**src/rtl/alu_seq.sv**
```systemverilog
// rtl/alu_seq.sv - handshaked Hack ALU with iterative unsigned multiply and restoring divide
module alu_seq #(
    parameter int WIDTH = 16
) (
    input  logic             clock,
    input  logic             reset,
    input  logic             in_valid,
    output logic             in_ready,
    input  logic [WIDTH-1:0] x,
    input  logic [WIDTH-1:0] y,
    input  logic [1:0]       mode,
    input  logic             zx,
    input  logic             nx,
    input  logic             zy,
    input  logic             ny,
    input  logic             f,
    input  logic             no,
    output logic             out_valid,
    input  logic             out_ready,
    output logic [WIDTH-1:0] out,
    output logic [WIDTH-1:0] rem,
    output logic             zr,
    output logic             ng,
    output logic             dz
);
    localparam int CW = $clog2(WIDTH);

    typedef enum logic [1:0] {IDLE, BUSY, DONE} state_t;

    state_t state, state_nxt;

    logic [CW-1:0]    step;
    logic             is_div;
    logic [WIDTH-1:0] opa;   // MUL: multiplicand shifted left; DIV: dividend turning into quotient
    logic [WIDTH-1:0] opb;   // MUL: multiplier shifted right; DIV: divisor, held
    logic [WIDTH-1:0] acc;   // MUL: partial product; DIV: partial remainder

    logic             is_long;
    logic             last;
    logic [WIDTH-1:0] hx_z, hx, hy_z, hy, hr, hack_res;
    logic [WIDTH-1:0] mul_acc_nxt;
    logic [WIDTH:0]   div_trial, div_rem_full;
    logic             div_ge;
    logic [WIDTH-1:0] div_q_nxt;
    logic [WIDTH-1:0] long_out, long_rem;

    assign is_long = (mode == 2'b01) || (mode == 2'b10);
    assign last    = (step == CW'(WIDTH - 1));

    // Single-pass Hack function on the live operands, plus one multiply/divide step on the held ones
    always_comb begin
        hx_z     = zx ? '0 : x;
        hx       = nx ? ~hx_z : hx_z;
        hy_z     = zy ? '0 : y;
        hy       = ny ? ~hy_z : hy_z;
        hr       = f ? (hx + hy) : (hx & hy);
        hack_res = no ? ~hr : hr;

        mul_acc_nxt = acc + (opb[0] ? opa : '0);

        // A zero divisor always passes the compare, which yields all-ones quotient and rem = x
        div_trial    = {acc, opa[WIDTH-1]};
        div_ge       = (div_trial >= {1'b0, opb});
        div_rem_full = div_ge ? (div_trial - {1'b0, opb}) : div_trial;
        div_q_nxt    = {opa[WIDTH-2:0], div_ge};

        long_out = is_div ? div_q_nxt : mul_acc_nxt;
        long_rem = is_div ? div_rem_full[WIDTH-1:0] : '0;
    end

    // State register
    always_ff @(posedge clock) begin
        if (reset) state <= IDLE;
        else       state <= state_nxt;
    end

    // Next state and handshake outputs
    always_comb begin
        state_nxt = state;
        in_ready  = 1'b0;
        out_valid = 1'b0;
        case (state)
            IDLE: begin
                in_ready = 1'b1;
                if (in_valid) state_nxt = is_long ? BUSY : DONE;
            end
            BUSY: begin
                if (last) state_nxt = DONE;
            end
            DONE: begin
                out_valid = 1'b1;
                if (out_ready) state_nxt = IDLE;
            end
            default: state_nxt = IDLE;
        endcase
    end

    // Operand capture, iteration datapath and registered result/flags
    always_ff @(posedge clock) begin
        if (reset) begin
            step   <= '0;
            is_div <= 1'b0;
            opa    <= '0;
            opb    <= '0;
            acc    <= '0;
            out    <= '0;
            rem    <= '0;
            zr     <= 1'b0;
            ng     <= 1'b0;
            dz     <= 1'b0;
        end else begin
            case (state)
                IDLE: begin
                    if (in_valid) begin
                        step   <= '0;
                        is_div <= (mode == 2'b10);
                        opa    <= x;
                        opb    <= y;
                        acc    <= '0;
                        if (!is_long) begin
                            out <= hack_res;
                            rem <= '0;
                            zr  <= (hack_res == '0);
                            ng  <= hack_res[WIDTH-1];
                            dz  <= 1'b0;
                        end
                    end
                end
                BUSY: begin
                    step <= step + 1'b1;
                    if (is_div) begin
                        opa <= div_q_nxt;
                        acc <= div_rem_full[WIDTH-1:0];
                    end else begin
                        opa <= opa << 1;
                        opb <= opb >> 1;
                        acc <= mul_acc_nxt;
                    end
                    if (last) begin
                        out <= long_out;
                        rem <= long_rem;
                        zr  <= (long_out == '0);
                        ng  <= long_out[WIDTH-1];
                        dz  <= is_div && (opb == '0);
                    end
                end
                default: ;
            endcase
        end
    end
endmodule
```
**config.mk**
```make
export PLATFORM = sky130hd
export DESIGN_NAME = alu_seq
export DESIGN_NICKNAME = d
export VERILOG_FILES = /design/src/rtl/alu_seq.sv
export SDC_FILE = /design/constraint.sdc
export NUM_CORES = 1
export LEC_CHECK = 0
export ABC_AREA = 0
export CORE_MARGIN = 10
export CORE_UTILIZATION = 69
export DETAILED_ROUTE_END_ITERATION = 16
export DONT_BUFFER_PORTS = 1
export PLACE_DENSITY = 0.88
export SETUP_SLACK_MARGIN = 0.05
export SLEW_MARGIN = 20
export SYNTH_ARGS = -nofsm -noshare
export SYNTH_HDL_FRONTEND = slang
export SYNTH_SLANG_ARGS = --single-unit
```
**constraint.sdc**
```tcl
create_clock -name clock -period 11.54 [get_ports clock]
set_input_delay 2.308 -clock clock [delete_from_list [all_inputs] [get_ports clock]]
set_output_delay 2.308 -clock clock [all_outputs]
set_load 0.05 [all_outputs]
```
==> results of run 1 <==
-- layout by cell type (no fill, tap or decap), types with 6 or more instances in the layout --
master	netlist	layout
a211oi_1	16	16
a21o_1	15	15
a21oi_1	59	59
a221oi_1	6	6
a22o_1	6	6
a2bb2oi_1	13	13
a311oi_1	35	35
a31oi_1	9	9
and2_1	20	20
and3_1	7	7
buf_4	1	9
clkbuf_8	0	10
dfxtp_1	89	88
ha_1	50	50
inv_1	29	29
mux2i_1	23	23
nand2_1	116	116
nand2b_1	41	40
nand3_1	18	18
nand4_1	7	7
nor2_1	102	101
nor2b_1	15	14
nor3_1	16	16
nor4_1	13	13
o211ai_1	7	7
o21ai_0	35	34
xnor2_1	57	57
xor2_1	17	17
-- power by group through the flow --
stage          combinational [mW]  clock [mW]  sequential [mW]
6_report                    0.368       0.215            0.378
5_1_grt                     0.401       0.228            0.382
4_1_cts                     0.360       0.214            0.377
3_5_place_dp                0.358           0            0.385
3_3_place_gp                0.348           0            0.384
2_1_floorplan               0.297           0            0.371
-- synthesized netlist by cell type, types with 5 or more instances --
library cell	count
nand2_1	116
nor2_1	102
dfxtp_1	89
a21oi_1	59
xnor2_1	57
ha_1	50
clkbuf_1	46
nand2b_1	41
a311oi_1	35
o21ai_0	35
inv_1	29
mux2i_1	23
and2_1	20
nand3_1	18
xor2_1	17
a211oi_1	16
nor3_1	16
a21o_1	15
nor2b_1	15
a2bb2oi_1	13
nor4_1	13
a31oi_1	9
buf_2	9
and3_1	7
nand4_1	7
o211ai_1	7
a221oi_1	6
a22o_1	6
buf_1	6
nor3b_1	6
a211o_1	5
o21a_1	5
or3_1	5
-- per-layer routing --
metal | track usage (%) | vias up
li1 | - | 3480
met1 | 33.8 | 3329
met2 | 40.9 | 407
met3 | 5.70 | 52
met4 | 10.4 | 0
met5 | 0 | -
-- cells by family (layout without fill, tap and decap cells) --
kind of cell               Yosys count  after routing
buffers and inverters               91             54
AOI/OAI and AO/OA                  264            264
muxes                               27             27
and+or+nand+nor                    385            385
adders and majority gates           53             53
xor gates and xnor gates            74             74
DFF                                 89             89
-- stage by stage --
| stage | power [mW] | area [um2] | hold slack (ns) | utilization (%) |
|---|---|---|---|---|
| after floorplan | 0.669 | 7520 | 0.451 | - |
| after global placement | 0.732 | 7540 | 0.472 | 70.2 |
| after detailed placement | 0.743 | 7540 | 0.484 | 70.2 |
| after CTS | 0.951 | 7730 | 0.497 | 71.9 |
| after global routing | 1.01 | 7740 | 0.534 | 72.0 |
| final | 0.961 | 7740 | 0.509 | 72.0 |
-- critical path: cells and delay by family --
family	cells	cell delay [ns]
AO/OA/AOI/OAI	5	1.08
AND/OR/NAND/NOR	4	0.89
adder cells (fa/ha/maj)	2	0.67
XOR/XNOR	2	0.30
-- flip-flops by register name (all words and copies together), names as in the netlist --
register / count
step: 4
opa: 16
acc: 16
is_div: 1
state: 2
dz: 1
out: 16
zr: 1
rem: 16
opb: 16
-- area by class of cell --
type,instances,area [um2]
clock inverter,6,50.0
clock buffer,10,138
fill,874,3010
sequential,89,1780
tap,140,175
timing repair buffer,9,67.6
multi-input combinational,803,5420
inverter,29,109
-- worst min-delay path by stage --
stage / slack, ns / cells past startpoint / endpoint / start
4_1_cts: 0.50 / 1 / step[3]$_SDFFE_PP0P_ / step[3]$_SDFFE_PP0P_
6_report: 0.51 / 2 / opb[10]$_SDFFE_PP0P_ / opb[11]$_SDFFE_PP0P_
3_5_place_dp: 0.48 / 1 / step[3]$_SDFFE_PP0P_ / step[3]$_SDFFE_PP0P_
3_3_place_gp: 0.47 / 2 / step[1]$_SDFFE_PP0P_ / step[1]$_SDFFE_PP0P_
5_1_grt: 0.53 / 1 / step[3]$_SDFFE_PP0P_ / step[3]$_SDFFE_PP0P_
2_1_floorplan: 0.45 / 1 / step[3]$_SDFFE_PP0P_ / step[3]$_SDFFE_PP0P_
==> impl_results.md, run 1 <==
* Outcome: complete, no violations
* Synth warnings at 0
* Pre-CTS WS at 6.26 ns
* Pre-antenna DRT Iters at 5
* Setup Skew at 0.0143 ns
* Drt total wl at 21,400 um
* Crit path to: out[14]$_SDFFE_PP0P_
* Top cell type's share of synthesized area at 23.7%
* Seq pwr share at 39.4%
* Largest net degree at the start of global routing at 79
* Fmax at 0.203 GHz
* Final Cycle Share at 42.6%
* Final setup viols at 0
* Iteration-0 DRC Markers at 872
* Seq/Total Area, Yosys at 23.7%
* Max-capacitance violation count at 0
* Setup Fix Bufs, Post-CTS at 0
* Crit Path Max Fanout at 16
* Post-synth top flop: dfxtp_1
* Die H at 124 um
* XOR/XNOR Fraction of Synth Area at 8.61%
* Power density cells at 124 nW/um2
* Post-Synth Simple-Gate Area at 24.8%
* Die ar. at 15,500 um2
* Clk slew on worst S/H paths at 0.10 ns
* Worst Reg-to-Reg Cells at 11
* Chip width at 124 um
* Met2 Routed Length at 9710 um
* Vias in the first global route at 6,508
* Max Used Layer: met4
* Ant. Diodes at 0
* Worst rel slew slack at 29.4%
* Post-CTS resize count at 0
* Synth Net Count at 1,080
* H-tree depth at 3
* Cts hold-fix bufs at 0
* Post-synthesis compound-gate area fraction at 25.4%
* CTS buffer count at 9
* Comb pwr share at 38.3%
* Post-Route M1 WL at 8620 um
* Sw Ratio at 41.0%
* Mapped Avg Cell Area at 7.65 um2
* Global-route wire length before repair at 34,100 um
* Final worst slack at 6.62 ns
* Setup slack, reg-to-reg at 7.58 ns
* Grt ovf at 0
* Leak at 3.12 nW
* Row count at 38
* CP required at 11.87 ns
* CTS tree: yes
* Routability cong. at 0.954
* Core Box Area at 10,700 um2
* Crit path DAT at 5.24 ns
* Mapped Area at 7520 um2
* Final hold vios at 0
* RR Endpoint: zr$_SDFFE_PP0P_
* Crit path from: zx
* Clock sink total at 89
* Synthesis-stage register bit count at 89
* Slew @ Worst Pin at 1.06 ns
* Post-synth top area cell: dfxtp_1
* Mux contribution to synthesized area at 3.66%
* Unique cell type count in the Yosys netlist at 75
* Post-placement cell count at 1,070
* EDFF count, synth at 0
* Cell repeated most along the worst path: and3_1
* Worst Setup Path Type: input pin to flop
* Reg-to-reg startpoint: opb[0]$_SDFFE_PP0P_
* Share of cells above drive strength 1 at 5.50%
* Synth top area cells: dfxtp_1, ha_1, xnor2_1
* Final non-filler cell total at 1,086
* Total track usage at 26.0%
* WL met3 at 2390 um
* IO Pins at 81
* Clock power share at 22.3%
* Final Max Tran Viols at 0
* Residual DRC at 0
* Psw at 0.394 mW
* TNS Setup at 0 ns
* Slowest cell on the critical path: fa_1
* Asr flop ratio synth at 0%
* Biggest cell delay along the critical path at 0.43 ns
* Clock root buffer: clkbuf_8
* Min Tclk post-route at 4.92 ns
* Clk Latency, worst-skew pair at 0.39 ns
* Largest family of logic cells by synthesized area: compound AO/OA/AOI/OAI gates
* Final #Nets at 1,038
* Post-synthesis cell count at 983
* Adder-cell share of the synthesized area at 9.11%
* Initial core utilization at 70.0%
* Crit-path cells: nand2b_1 -> xnor2_1 -> ha_1 -> fa_1 -> a211oi_1 -> o21ai_1 -> and3_1 -> nor4_1 -> o211ai_1 -> and3_1 -> xor2_1 -> a221o_1 -> a21oi_1
* Peak supply drop at 0.0000705 V
* Internal at 0.567 mW
* HP Class: flop to flop
* CTS max path bufs at 2
* Area delta synth->final at 2.83%
* Final ANT Viol Nets at 0
* Unrepaired setup endpoints after global routing: false
* Via count at 7,268
* Post-DP HPWL at 16,300 um
* CP Capture Type: flop
* Post-DR wirelength/cell at 19.7 um
* Input/output buffers at 0
* Type of element launching the critical path: input pin
* Vias per inst at 6.69
* Antenna violations before repair at 0
Note: power is estimated with default switching activity, not from simulation.
==> run 2, diff against run 1 <==
- CORE_UTILIZATION: 69 -> 66
- PLACE_DENSITY: 0.88 -> 0.85
- clock period: 11.54 -> 4.6 ns (I/O delays scaled with it)
==> impl_results.md, run 2 (synthesized netlist as in run 1, its figures left out) <==
* Outcome: complete, no violations
* Area delta synth->final at 4.89%
* Worst rel slew slack at 29.6%
* IO Pins at 81
* Final setup viols at 0
* Power density cells at 340 nW/um2
* Clk slew on worst S/H paths at 0.07 ns
* Crit Path Max Fanout at 16
* Crit path to: out[14]$_SDFFE_PP0P_
* CP Capture Type: flop
* Via count at 7,294
* Final hold vios at 0
* Crit-path cells: nand2b_1 -> xnor2_1 -> ha_1 -> fa_1 -> a211oi_1 -> o21ai_1 -> and3_1 -> nor4_1 -> o211ai_1 -> and3_1 -> xor2_1 -> a221o_1 -> a21oi_1
* Iteration-0 DRC Markers at 879
* Grt ovf at 0
* Residual DRC at 0
* CP required at 4.88 ns
* Largest net degree at the start of global routing at 79
* Ant. Diodes at 0
* Chip width at 127 um
* Fmax at 0.279 GHz
* Drt total wl at 22,200 um
* Min Tclk post-route at 3.58 ns
* Routability cong. at 0.968
* Share of cells above drive strength 1 at 5.70%
* Clock power share at 30.5%
* Register area at 1780 um2
* Leak at 3.19 nW
* Unrepaired setup endpoints after global routing: false
* Slowest cell on the critical path: fa_1
* Post-DR wirelength/cell at 20.4 um
* Filler Cell Count at 880
* Initial core utilization at 68.5%
* Psw at 0.995 mW
* Final Cycle Share at 77.9%
* Pre-antenna DRT Iters at 6
* Row count at 38
* Crit path DAT at 3.87 ns
* Clk Latency, worst-skew pair at 0.35 ns
* Core Box Area at 11,000 um2
* Biggest cell delay along the critical path at 0.44 ns
* Clock sink total at 89
* Setup slack, reg-to-reg at 1.07 ns
* Setup Skew at 0.00931 ns
* Antenna violations before repair at 0
* CTS max path bufs at 2
* HP Class: flop to flop
* Final Max Tran Viols at 0
* Post-CTS resize count at 0
* Most frequent cells in the layout: nand2_1, nor2_1, dfxtp_1, a21oi_1, xnor2_1
* Cts hold-fix bufs at 0
* Global-route wire length before repair at 35,500 um
* Total track usage at 26.7%
* Seq pwr share at 35.4%
* Max-capacitance violation count at 0
* Final worst slack at 1.02 ns
* Vias per inst at 6.70
* Setup Fix Bufs, Post-CTS at 0
* Cell repeated most along the worst path: and3_1
* Crit path from: zx
* Worst Reg-to-Reg Cells at 11
* Comb pwr share at 34.1%
* Reg-to-reg startpoint: opb[0]$_SDFFE_PP0P_
* CTS tree: yes
* Input/output buffers at 0
* Peak supply drop at 0.000187 V
* Commonest non-fill, non-tap cell in the layout: nand2_1
* Post-DP HPWL at 16,900 um
* CTS buffer count at 9
* Multi-input gate area at 5420 um2
* Vias in the first global route at 6,478
* Die ar. at 16,100 um2
* Pre-CTS WS at 0.682 ns
* Worst Setup Path Type: input pin to flop
* RR Endpoint: zr$_SDFFE_PP0P_
* TNS Setup at 0 ns
* Die H at 127 um
* H-tree depth at 3
* Slew @ Worst Pin at 1.05 ns
* Internal at 1.69 mW
* Type of element launching the critical path: input pin
* Sw Ratio at 37.1%
* Clock root buffer: clkbuf_16
* Final #Nets at 1,040
* Final ANT Viol Nets at 0
* Power Total at 2.68 mW
[run 2: cell types whose count changed in the layout (fill, tap and decap cells not counted), sizes merged]
cell,change
bufinv,+2
clkinvlp,-1
inv,-1
clkinv,+1
clkbuf,-1
buf,+2
[run 2: cell type report]
cell class / count / share of cell area, %
Inverter: 29 / 1.38
Clock inverter: 7 / 1.30
Clock buffer: 9 / 2.85
Sequential cell: 89 / 22.6
Multi-Input combinational cell: 803 / 68.6
Timing Repair Buffer: 11 / 1.05
Tap cell: 140 / 2.22
[run 2: routing by layer]
metal	global-route usage, %	vias up	wire, um
met2	43.1	322	10400
met3	5.71	51	1960
li1	-	3490	-
met4	9.58	0	723
met5	0	-	0
met1	34.2	3431	9150
[run 2: critical path, delay by kind of cell]
| family | cells | cell delay [ns] |
|---|---|---|
| simple gates | 4 | 0.86 |
| fa+ha+maj | 2 | 0.68 |
| compound gates | 5 | 1.12 |
| xor+xnor | 2 | 0.28 |
[run 2: through the flow]
stage          cells  hold WS, ns  instance area (um2)  utilization (%)
2_1_floorplan    983        0.451                 7520                -
4_1_cts         1088        0.491                 7890             71.8
3_3_place_gp    1072        0.471                 7560             68.8
6_report        1088        0.495                 7890             71.9
3_5_place_dp    1072        0.479                 7560             68.8
5_1_grt         1088        0.512                 7890             71.9
[run 2: worst min-delay path by stage]
| stage | start | endpoint | slack, ns | depth (start not counted) |
|---|---|---|---|---|
| 2_1_floorplan | step[3]$_SDFFE_PP0P_ | step[3]$_SDFFE_PP0P_ | 0.45 | 1 |
| 3_3_place_gp | step[1]$_SDFFE_PP0P_ | step[1]$_SDFFE_PP0P_ | 0.47 | 2 |
| 3_5_place_dp | step[1]$_SDFFE_PP0P_ | step[1]$_SDFFE_PP0P_ | 0.48 | 2 |
| 4_1_cts | step[1]$_SDFFE_PP0P_ | step[1]$_SDFFE_PP0P_ | 0.49 | 2 |
| 5_1_grt | step[1]$_SDFFE_PP0P_ | step[1]$_SDFFE_PP0P_ | 0.51 | 2 |
| 6_report | step[1]$_SDFFE_PP0P_ | step[1]$_SDFFE_PP0P_ | 0.49 | 2 |
[run 2: power groups by stage]
stage	Clock, mW	Combinational [mW]	Sequential [mW]
floorplan	0	0.746	0.931
global placement	0	0.882	0.963
detailed placement	0	0.892	0.965
CTS	0.818	0.901	0.948
global route	0.851	1.01	0.956
finish	0.819	0.916	0.950
